===== src/rtl/dmac_transfer_engine.sv =====
// DMAC transfer engine: copies a block of words from src to dst over the shared bus,
// one read beat then one write beat per word, and raises a sticky done flag at the end.
module dmac_transfer_engine #(
  parameter int ADDR_W = 8,
  parameter int DATA_W = 32,
  parameter int SIZE_W = 16
) (
  input  logic              clk,
  input  logic              reset_n,
  input  logic              op_start,
  input  logic              op_clear,
  input  logic [ADDR_W-1:0] src_addr,
  input  logic [ADDR_W-1:0] dst_addr,
  input  logic [SIZE_W-1:0] data_size,
  output logic              m_req,
  input  logic              m_grant,
  output logic              m_wr,
  output logic [ADDR_W-1:0] m_addr,
  output logic [DATA_W-1:0] m_dout,
  input  logic [DATA_W-1:0] m_din,
  output logic              busy,
  output logic              done,
  output logic [SIZE_W-1:0] count
);

  typedef enum logic [1:0] {IDLE, REQ, READ, WRITE} state_t;

  state_t            state, state_next;
  logic [ADDR_W-1:0] src_ptr, dst_ptr;
  logic [DATA_W-1:0] data_buf;
  logic [SIZE_W-1:0] count_q;
  logic              done_q;
  logic              load, capture, commit, set_done, clr_done;

  always_ff @(posedge clk or negedge reset_n) begin
    if (!reset_n) state <= IDLE;
    else          state <= state_next;
  end

  // Bus outputs are pure functions of state so a stalled beat holds them steady.
  always_comb begin
    state_next = state;
    m_req      = 1'b0;
    m_wr       = 1'b0;
    m_addr     = '0;
    m_dout     = '0;
    busy       = 1'b0;
    load       = 1'b0;
    capture    = 1'b0;
    commit     = 1'b0;
    set_done   = 1'b0;
    clr_done   = 1'b0;
    case (state)
      IDLE: begin
        if (op_clear) begin
          clr_done = 1'b1;
        end else if (op_start) begin
          if (data_size != '0) begin
            load       = 1'b1;
            clr_done   = 1'b1;
            state_next = REQ;
          end else begin
            set_done = 1'b1;
          end
        end
      end
      REQ: begin
        m_req = 1'b1;
        busy  = 1'b1;
        if (op_clear)     state_next = IDLE;
        else if (m_grant) state_next = READ;
      end
      READ: begin
        m_req  = 1'b1;
        busy   = 1'b1;
        m_addr = src_ptr;
        if (op_clear) begin
          state_next = IDLE;
        end else if (m_grant) begin
          capture    = 1'b1;
          state_next = WRITE;
        end
      end
      WRITE: begin
        m_req  = 1'b1;
        busy   = 1'b1;
        m_wr   = 1'b1;
        m_addr = dst_ptr;
        m_dout = data_buf;
        // An abort wins over a granted write: the beat never commits.
        if (op_clear) begin
          state_next = IDLE;
        end else if (m_grant) begin
          commit = 1'b1;
          if (count_q == SIZE_W'(1)) begin
            set_done   = 1'b1;
            state_next = IDLE;
          end else begin
            state_next = READ;
          end
        end
      end
      default: state_next = IDLE;
    endcase
  end

  always_ff @(posedge clk or negedge reset_n) begin
    if (!reset_n) begin
      src_ptr  <= '0;
      dst_ptr  <= '0;
      data_buf <= '0;
      count_q  <= '0;
      done_q   <= 1'b0;
    end else begin
      if (load) begin
        src_ptr <= src_addr;
        dst_ptr <= dst_addr;
        count_q <= data_size;
      end else if (commit) begin
        src_ptr <= src_ptr + ADDR_W'(1);
        dst_ptr <= dst_ptr + ADDR_W'(1);
        count_q <= count_q - SIZE_W'(1);
      end
      if (capture) data_buf <= m_din;
      if (clr_done)      done_q <= 1'b0;
      else if (set_done) done_q <= 1'b1;
    end
  end

  assign done  = done_q;
  assign count = count_q;

endmodule


===== config.mk =====
export PLATFORM = sky130hd
export DESIGN_NAME = dmac_transfer_engine
export DESIGN_NICKNAME = d
export VERILOG_FILES = /design/src/rtl/dmac_transfer_engine.sv
export SDC_FILE = /design/constraint.sdc
export NUM_CORES = 1
export LEC_CHECK = 0
export ABC_AREA = 1
export BUFFER_PORTS_ARGS = -buffer_cell sky130_fd_sc_hd__buf_2
export CAP_MARGIN = 20
export CORE_UTILIZATION = 51
export DETAILED_ROUTE_END_ITERATION = 12
export PLACE_DENSITY = 0.83
export RECOVER_POWER = 50
export SKIP_CTS_REPAIR_TIMING = 1
export SLEW_MARGIN = 20
export SYNTH_ARGS = -nofsm -noshare
export SYNTH_HDL_FRONTEND = slang
export SYNTH_SLANG_ARGS = --single-unit

===== constraint.sdc =====
create_clock -name clk -period 1.9 [get_ports clk]
set_clock_uncertainty 0.15 [all_clocks]
set_input_delay 0.095 -clock clk [delete_from_list [all_inputs] [get_ports clk]]
set_output_delay 0.095 -clock clk [all_outputs]
set_load 0.1 [all_outputs]

==> impl_results.md <==
* Final core occ at 88.1%
* Slowest CP cell: dfrtp_2
* Remaining Overflow, GRT at 0
* First-pass GRT wire length at 16800 um
* WP data arrival at 1760 ps
* Critical path class: reg -> out
* Final Instance Area at 6460 um^2
* CP Capture Type: output pin
* Power Dens Cells at 1470 nW/um^2
* Worst hold path class: in -> reg
* Post-detail-place hpwl at 7920 um
* Buffers on Ports at 128
* Via density at 5.50
* Num CTS Buffers at 9
* Ys Warns at 0
* Core box area at 7330 um^2
* Die area at 8030 um^2
* FP Rows at 31
* CP delay by family, top: buffers and inverters
* Starting Density at 53.4%
* Final WS setup at -108 ps
* DIE HEIGHT at 89.6 um
* FF-to-FF End: dst_ptr[2]
* Sinks on Clock Net at 67
* Clock Latency Late Sink at 350 ps
* # IOs at 129
* Reg2reg start: state[1]
* Reg clk slew, reported paths at 80 ps
* Max Fanout on Critical Path at 8
* DRC at 0
* Slowest stage delay, CP at 460 ps
* Ant diodes at 0
* Hold wc startpoint: op_start
* CP startpoint: state[1]
* Initial antenna violation count at 0
* Worst r2r path cells at 8
* # nets final at 757
* Failing checks: negative setup slack
* Share of cells above drive strength 1 at 38.0%
* Number of global-route vias before repair at 3776
* Drt pass-1 iters at 4
* Maximum vdd drop at 1.98 mV
* Ys flop type: dfrtp_1
* Fin. max-slew vios at 0
* Fmax at 0.498 GHz
* Layout area overhead at 64.9%
* Status: finished with violations
* Post-Route Setup TNS at -1170 ps
* Critical Path RT at 1650 ps
* Via count at 4305
* Sequential share of the synthesized area at 42.8%
* GPL Wtd Cong at 0.894
* FFs w/ async S/R, synth at 100%
* RSZ-0062 raised after global routing: yes
* Total GRT Usage at 27.5%
* Footprint of the multi-input gates at 1970 um^2
* TritonCTS clock tree: built
* Leak at 2.87 nW
* Antenna viol nets, final at 0
* Syn_area_per_cell at 8.18 um^2
* Commonest cells after routing, fill and taps aside: nand2_1 (116), buf_2 (72), dlygate4sd3_1 (66)
* Drt total wl at 14100 um
* #FFs+latches synth at 67
* Routed wire per std cell at 18.0 um
* Hold-critical path depth at 4
* Clk buf depth at 2
* Worst setup SP type: register
* Largest net degree at the start of global routing at 68
* Storage cell area at 1690 um^2
* Tmin final at 2010 ps
* Final setup fails at 27
* Root Buffer Master: clkbuf_8
* Synth Cell Area at 3920 um^2
* Number of synthesized flops with an enable pin at 0
* Crit path cell chain: ha_4 -> clkinvlp_4 -> buf_12 -> o22ai_4 -> buf_12
* Most common cell after layout, fill and taps aside: nand2_1
* Chip Width at 89.6 um
* Final hold violations at 0
* CP dominant cell by count: buf_12
* WHS at 35.8 ps
* Worst rel slew slack at 37.0%
* Worst R2R Setup Slack at -60 ps
* Synth Net Count at 557
* Max-cap violation count at 0
* Iter 0 DRT Violations at 322
* H-tree depth at 3
* Placed cell area at 5470 um^2
* Final Cycle Share at 106%
* Hold Crit Endpoint: done
* Gate Count Post-Synth at 479
* Filler cells at 296
* Number of distinct library cells after synthesis at 31
* Pre-CTS setup slack at -85.3 ps
* Slew @ Worst Pin at 946 ps
* Buf/Inv on CP at 3
cells by family after synthesis:
logic type / after synthesis / synth area share (%)
flip-flops: 67 / 42.8
AO/OA/AOI/OAI: 39 / 6.20
buffers and inverters: 92 / 10.5
XOR/XNOR: 20 / 4.47
adder cells (fa/ha/maj): 9 / 2.88
AND/OR/NAND/NOR: 220 / 24.0
multiplexers: 32 / 9.20
metal layers:
metal / GRT usage (%) / up-vias / share of wire (%)
met5: 0 / - / 0
met4: 9.81 / 0 / 3.8
met3: 5.12 / 60 / 8.3
met2: 48.5 / 254 / 51
met1: 33.8 / 2063 / 37
li1: - / 1928 / -
report_power, final:
part	switching (W)	internal (W)
registers	0.000654	0.00206
logic	0.00386	0.00165
clock network	0.000599	0.000639
total	0.00511	0.00435
worst max path at each step:
stage	to	slack (ps)	cells after the start
2_1_floorplan	m_addr[1]	-200	4
3_3_place_gp	state[0]	80	7
3_5_place_dp	state[0]	-90	7
4_1_cts	m_addr[6]	-380	5
5_1_grt	m_addr[4]	-160	5
6_report	m_addr[4]	-110	5
metrics by stage:
stage               total power, W  cells
global placement           0.00752    695
floorplan                  0.00654    479
detailed placement         0.00772    695
CTS                        0.00895    711
global route               0.00989    783
finish                     0.00946    783
synthesized netlist by cell type (6+ instances only):
cell	n	area, um^2
inv_1	71	267
o211ai_1	12	90.1
nand3_1	49	245
xor2_1	18	158
mux2_2	32	360
o22ai_1	6	37.5
ha_1	9	113
nand2_1	118	443
o21ai_0	10	50.1
nor3_1	8	40.0
dfrtp_1	67	1680
nor2_1	34	128
worst reg2reg max path, stage by stage, from the launching register on:
cell,delay [ps]
dfrtp_2,480
inv_2,110
ha_2,200
inv_1,80
nor2_4,120
nand2_4,120
buf_4,200
o21ai_0,280
inv_1,100
area by class of cell:
class,count,area share [%]
Inverter,75,6.47
Clock buffer,10,2.13
Timing Repair Buffer,205,31.9
Sequential cell,67,26.1
Clock inverter,6,1.01
Multi-Input combinational cell,321,30.4
Tap cell,99,1.92
sequential cells by signal (all words and copies together), names as in the netlist:
| signal | flops |
|---|---|
| dst_ptr | 8 |
| data_buf | 32 |
| src_ptr | 8 |
| state | 2 |
| count | 16 |
| done | 1 |
Note: power is estimated with default switching activity, not from simulation.
